==> config.mk <==
export PLATFORM = sky130hd
export DESIGN_NAME = pix_frame_tx
export DESIGN_NICKNAME = d
export VERILOG_FILES = /design/src/rtl/pix_frame_tx_pkg.sv /design/src/rtl/pix_frame_tx_timing.sv /design/src/rtl/pix_frame_tx.sv
export SDC_FILE = /design/constraint.sdc
export NUM_CORES = 1
export LEC_CHECK = 0
export ABC_CLOCK_PERIOD_IN_PS = 1900
export BUFFER_PORTS_ARGS = -buffer_cell sky130_fd_sc_hd__buf_4
export CORE_ASPECT_RATIO = 1.25
export CORE_MARGIN = 2
export CORE_UTILIZATION = 50
export CTS_BUF_LIST = sky130_fd_sc_hd__clkbuf_8
export CTS_CLUSTER_DIAMETER = 150
export DETAILED_ROUTE_END_ITERATION = 8
export GPL_ROUTABILITY_DRIVEN = 1
export GPL_TIMING_DRIVEN = 0
export PLACE_DENSITY = 0.75
export SLEW_MARGIN = 25
export SYNTH_ARGS = -nofsm -noshare
export SYNTH_HDL_FRONTEND = slang
export SYNTH_HIERARCHICAL = 1
export SYNTH_SLANG_ARGS = --single-unit
==> constraint.sdc <==
create_clock -name clk -period 1.9 [get_ports clk]
set_input_delay 0.285 -clock clk [delete_from_list [all_inputs] [get_ports clk]]
set_output_delay 0.285 -clock clk [all_outputs]
set_load 0.005 [all_outputs]
==> src/rtl/pix_frame_tx_pkg.sv <==
// Shared state encoding and counter-width helpers for the pixel frame transmitter.
package pix_frame_tx_pkg;

  typedef enum logic [2:0] {
    ST_IDLE   = 3'd0,
    ST_VFRONT = 3'd1,
    ST_LINE   = 3'd2,
    ST_HBLANK = 3'd3,
    ST_VBACK  = 3'd4
  } state_t;

  // Counter width for a 0..n-1 range, never narrower than one bit.
  function automatic int cnt_w(input int n);
    return (n <= 1) ? 1 : $clog2(n);
  endfunction

  function automatic int max3(input int a, input int b, input int c);
    int m;
    m = (a > b) ? a : b;
    return (m > c) ? m : c;
  endfunction

endpackage

==> src/rtl/pix_frame_tx_timing.sv <==
// Frame timing generator: state machine plus pixel, line and shared blanking counters.
module pix_frame_tx_timing
  import pix_frame_tx_pkg::*;
#(
  parameter int Width  = 256,
  parameter int Height = 256,
  parameter int HBlank = 16,
  parameter int VFront = 8,
  parameter int VBack  = 8,
  localparam int PW = cnt_w(Width),
  localparam int LW = cnt_w(Height),
  localparam int BW = cnt_w(max3(HBlank, VFront, VBack))
) (
  input  logic          clk,
  input  logic          rst,
  input  logic          start,
  input  logic          stop,
  output state_t        state,
  output logic          lv_next,
  output logic [PW-1:0] pixel,
  output logic [LW-1:0] line,
  output logic          frame_end
);

  state_t        state_nx;
  logic [PW-1:0] pixel_nx;
  logic [LW-1:0] line_nx;
  logic [BW-1:0] blank, blank_nx;

  always_ff @(posedge clk) begin
    if (rst) begin
      state <= ST_IDLE;
      pixel <= '0;
      line  <= '0;
      blank <= '0;
    end else begin
      state <= state_nx;
      pixel <= pixel_nx;
      line  <= line_nx;
      blank <= blank_nx;
    end
  end

  // Every counter reloads on entry to the state that uses it and stops at N-1.
  always_comb begin
    state_nx = state;
    pixel_nx = pixel;
    line_nx  = line;
    blank_nx = blank;
    case (state)
      ST_IDLE:
        if (start) begin
          state_nx = ST_VFRONT;
          blank_nx = '0;
        end
      ST_VFRONT:
        if (blank == BW'(VFront - 1)) begin
          state_nx = ST_LINE;
          pixel_nx = '0;
          line_nx  = '0;
        end else begin
          blank_nx = blank + BW'(1);
        end
      ST_LINE:
        if (pixel == PW'(Width - 1)) begin
          state_nx = (line == LW'(Height - 1)) ? ST_VBACK : ST_HBLANK;
          blank_nx = '0;
        end else begin
          pixel_nx = pixel + PW'(1);
        end
      ST_HBLANK:
        if (blank == BW'(HBlank - 1)) begin
          state_nx = ST_LINE;
          pixel_nx = '0;
          line_nx  = line + LW'(1);
        end else begin
          blank_nx = blank + BW'(1);
        end
      ST_VBACK:
        if (blank == BW'(VBack - 1)) state_nx = ST_IDLE;
        else                         blank_nx = blank + BW'(1);
      default: state_nx = ST_IDLE;
    endcase
    if (stop && state != ST_IDLE) state_nx = ST_IDLE;
  end

  assign lv_next   = (state == ST_LINE);
  assign frame_end = (state == ST_VBACK) && (blank == BW'(VBack - 1));

endmodule

==> src/rtl/pix_frame_tx.sv <==
// Parallel pixel bus transmitter with sensor-style fv/lv timing fed from a ready/trigger source.
// Optional test pattern generator enabled by PIX_FRAME_TX_TESTPATTERN_EN.
module pix_frame_tx
  import pix_frame_tx_pkg::*;
#(
  parameter int Width  = 256,
  parameter int Height = 256,
  parameter int HBlank = 16,
  parameter int VFront = 8,
  parameter int VBack  = 8
) (
  input  logic        clk,
  input  logic        rst,
  input  logic        cmd_start,
  input  logic        cmd_stop,
  input  logic        src_ready,
  output logic        src_trigger,
  input  logic [15:0] src_data,
`ifdef PIX_FRAME_TX_TESTPATTERN_EN
  input  logic        tp_en,
`endif
  output logic [11:0] pix_d,
  output logic        pix_fv,
  output logic        pix_lv,
  output logic        busy,
  output logic        done,
  output logic        underrun
);

  localparam int PW = cnt_w(Width);
  localparam int LW = cnt_w(Height);

  state_t        state;
  logic          lv_next, frame_end;
  logic [PW-1:0] pixel;
  logic [LW-1:0] line;
  logic          start_ok, slot, src_mode;
  logic [11:0]   d_next;
  logic          unused_src;

  pix_frame_tx_timing #(
    .Width(Width), .Height(Height), .HBlank(HBlank), .VFront(VFront), .VBack(VBack)
  ) u_timing (
    .clk(clk), .rst(rst), .start(start_ok), .stop(cmd_stop),
    .state(state), .lv_next(lv_next), .pixel(pixel), .line(line), .frame_end(frame_end)
  );

  // Stop outranks start, and kills the current slot so no word is consumed on abort.
  assign start_ok = cmd_start && !cmd_stop && (state == ST_IDLE);
  assign slot     = lv_next && !cmd_stop;
  assign busy     = (state != ST_IDLE);

`ifdef PIX_FRAME_TX_TESTPATTERN_EN
  logic tp_mode;

  always_ff @(posedge clk) begin
    if (rst)           tp_mode <= 1'b0;
    else if (start_ok) tp_mode <= tp_en;
  end

  assign src_mode = !tp_mode;

  always_comb begin
    d_next = '0;
    if (slot) begin
      if (tp_mode)        d_next = {6'(line), 6'(pixel)};
      else if (src_ready) d_next = src_data[11:0];
    end
  end
`else
  logic unused_pos;
  assign unused_pos = ^{pixel, line};
  assign src_mode   = 1'b1;

  always_comb begin
    d_next = '0;
    if (slot && src_ready) d_next = src_data[11:0];
  end
`endif

  assign unused_src  = ^src_data[15:12];
  assign src_trigger = slot && src_ready && src_mode;

  always_ff @(posedge clk) begin
    if (rst) begin
      pix_d    <= '0;
      pix_fv   <= 1'b0;
      pix_lv   <= 1'b0;
      done     <= 1'b0;
      underrun <= 1'b0;
    end else begin
      pix_d  <= d_next;
      pix_fv <= (state != ST_IDLE) && !cmd_stop;
      pix_lv <= slot;
      done   <= frame_end && !cmd_stop;
      if (start_ok)                             underrun <= 1'b0;
      else if (slot && !src_ready && src_mode)  underrun <= 1'b1;
    end
  end

endmodule

==> metrics.txt <==
result of the run finished, final reports clean; CP required 1620 ps; CP max-delay cell sky130_fd_sc_hd__dfxtp_1; antenna violations before repair 0; DIE WIDTH 58.4 µm; leakage power total 0.919 nW; source-to-sink clock delay at the later pin of the worst-skew pair 290 ps; fraction of power consumed by combinational cells 7.1%; power density over the cells 636 nW/µm²; Global Route Usage Sum 20.6%; class of the most critical setup path reg2out; Post-CTS Hold Buffers 0; kind of launch point of the worst setup path flop; slew at the pin closest to its max-slew limit 480 ps; antenna-violating nets left 0; Layout fillers 297; Max clock buf depth 2; Max Fclk 0.550 GHz; Slew Limit Fails 0; FF-to-FF Start u_timing/blank[0]; detailed-route vias per instance 5.67; setup violators final 0; cell at the root of the clock tree sky130_fd_sc_hd__clkbuf_8; total nets after synthesis 221; TritonCTS clock tree done; final design instance area without fill 2330 µm²; final std cells w/o fill 285; Internal Pwr Total 1.12 mW; Hold Violations, Final 0; number of buffers inserted during clock tree synthesis 5; number of iterations in the first detailed-routing pass 4; Arrival @ worst endpoint 1530 ps; # DRC 0; final weighted congestion in routability-driven placement 0.863; clock skew 4.29 ps; worst hold-check path type in2reg; largest vdd supply drop 0.000663 V; switching part of the total power 24.0%; cells along the critical path buf_2, nor3b_4, buf_6, and3_1, buf_4; Post-synth ARST share 0%; clock input transition at the sequential cells of the worst setup and hold paths 80 ps; count of different cell masters after synthesis 55; WL per Instance 14.5 µm; Crit. End Element output pin; starting density of the core 52.6%; post-route worst setup slack 83.3 ps; Critical Path End src_trigger; switching pwr 0.356 mW; critical path peak fanout 10; min Tclk post-route 1820 ps; number of top-level pins 39; average size of a mapped cell 9.38 µm²; worst-case reg-to-reg path depth 6; H-tree lvl count 2; minimum setup slack among reg-to-reg paths 100 ps; portion of total power attributed to sequential cells 55.7%; footprint of the flip-flops and latches 782 µm²; reg-to-reg endpoint u_timing/blank[1]; main flop type after synthesis sky130_fd_sc_hd__dfxtp_1; area of the multi-input gates 1010 µm²; number of enable-type register cells in the synthesized netlist 0; via count 1,617; relative area change from synthesis to final layout 26.0%; number of port buffers 34; residual overflow from global routing 0; placement row count 24; fin nets 269; Clock Sinks 39; Design Power 1.48 mW; placed wire-length estimate 2930 µm; Post-Syn Area 1850 µm²; sequential cell area fraction in the yosys report 42.2%; area of the core 3510 µm²; Post-Place Cell Area 2150 µm²; vertical die dimension 72.0 µm; pin count of the biggest net entering global routing 14; number of placed instances with taps included 270; Initial DRC Count 88; relative slew slack 68.0%; total negative slack for setup checks 0 ps; number of warnings issued by yosys 6; number of instances in the synthesized netlist 197; Clk network pwr share 37.2%; max-cap check violation count 0; placement-stage worst setup slack 30.5 ps; fraction of final layout cells with drive strength greater than 1 29.7%; total of flip-flops plus latches after synthesis 39; sum of routed wire length over all layers 4140 µm; diode count 0; portion of the clock cycle consumed by the worst path in the final layout 95.6%; CP Launch Point u_timing/state[0]; largest stage delay on the critical path 340 ps; Die ar. 4200 µm²; via count of the first global-routing pass 1,540; global-route wire length before repair 6820 µm
## worst max-delay path: cells and delay by family, from the launching register on
kind | cells | cell delay (ps)
buffers and inverters | 3 | 470
and+or+nand+nor | 2 | 430
DFF | 1 | 340
## cell type report
type                       instances  area share (%)
clock inverter                     3           0.699
tap                               39            2.10
clock buffer                       5            2.96
buffer                            10            2.79
multi-input combinational        140            43.4
timing repair buffer              41            13.2
sequential                        39            33.6
inverter                           8            1.29
## kinds of logic after synthesis
family / Yosys count / synth area share (%)
compound gates: 42 / 18.2
xor+xnor: 7 / 3.72
fa+ha+maj: 3 / 2.03
buf+inv: 18 / 4.87
flops: 39 / 42.2
mux: 1 / 0.542
simple gates: 87 / 28.4
## how the worst min path moves through the flow
| stage | start | endpoint | slack, ps | depth (start not counted) |
|---|---|---|---|---|
| after global routing | src_data[11] | pix_d[11] | 180 | 2 |
| after floorplan | cmd_stop | done | 360 | 1 |
| after CTS | src_data[11] | pix_d[11] | 180 | 2 |
| final | src_data[8] | pix_d[8] | 190 | 2 |
| after global placement | underrun | underrun | 460 | 2 |
| after detailed placement | underrun | underrun | 470 | 2 |
## synthesized netlist by cell type, drive strengths merged, types with 2 or more instances
library cell	n	area share (%)
a21oi	9	2.4
a311oi	7	3.3
a31o	2	0.95
a41oi	2	0.95
and2	12	4.1
and3	4	1.6
buf	7	2.6
clkbuf	3	0.61
dfxtp	39	42
ha	3	2.0
inv	8	1.6
nand2	13	2.8
nand2b	6	2.0
nand3	11	3.0
nand4	3	1.8
nor2	9	1.8
nor2b	2	0.68
nor3	10	2.7
nor3b	4	1.9
nor4	5	1.7
o21ai	7	2.1
o311ai	2	0.95
o31ai	2	1.1
or4b	2	1.1
xnor2	6	2.8
## registers in the layout, summed over array words and instances (netlist names)
name,flops
u_timing/line,8
u_timing/state,3
done,1
pix_fv,1
u_timing/pixel,8
pix_d,12
u_timing/blank,4
pix_lv,1
underrun,1
## per-layer routing
layer / wire length [µm] / GRT usage [%] / up-vias
li1: - / - / 818
met1: 1870 / 26.1 / 774
met2: 2090 / 33.0 / 16
met3: 102 / 5.53 / 9
met4: 81 / 8.27 / 0
met5: 0 / 0 / -
## stage by stage
step           hold slack, ps  utilization [%]
2_1_floorplan             360                -
3_3_place_gp              464             61.3
3_5_place_dp              469             61.3
4_1_cts                   183             63.7
5_1_grt                   179             66.3
6_report                  188             66.3
## power groups by stage
stage / Combinational [mW] / Sequential [mW] / Clock, mW
final: 0.106 / 0.824 / 0.550
after global routing: 0.115 / 0.825 / 0.597
after CTS: 0.103 / 0.824 / 0.560
after detailed placement: 0.102 / 0.843 / 0
after global placement: 0.100 / 0.843 / 0
after floorplan: 0.0553 / 0.843 / 0
## timing repair
item | 4_1_cts | 5_1_grt
pin swaps | 0 | 3
setup buffers | 0 | 7
gates resized for setup | 1 | 9
endpoints found under the setup margin | 1 | 26
## layout by cell type, fill, tap and decap left out, types with 6 or more instances in the layout
cell and instances:
sky130_fd_sc_hd__buf_4 41, sky130_fd_sc_hd__dfxtp_1 38, sky130_fd_sc_hd__and2_1 12, sky130_fd_sc_hd__nand2_1 12, sky130_fd_sc_hd__nand3_1 10, sky130_fd_sc_hd__inv_1 9
sky130_fd_sc_hd__nor3_1 9, sky130_fd_sc_hd__nor2_1 9, sky130_fd_sc_hd__a21oi_1 9, sky130_fd_sc_hd__a311oi_1 7, sky130_fd_sc_hd__nand2b_1 6, sky130_fd_sc_hd__xnor2_1 6
Power figures use the tool's default switching activity.
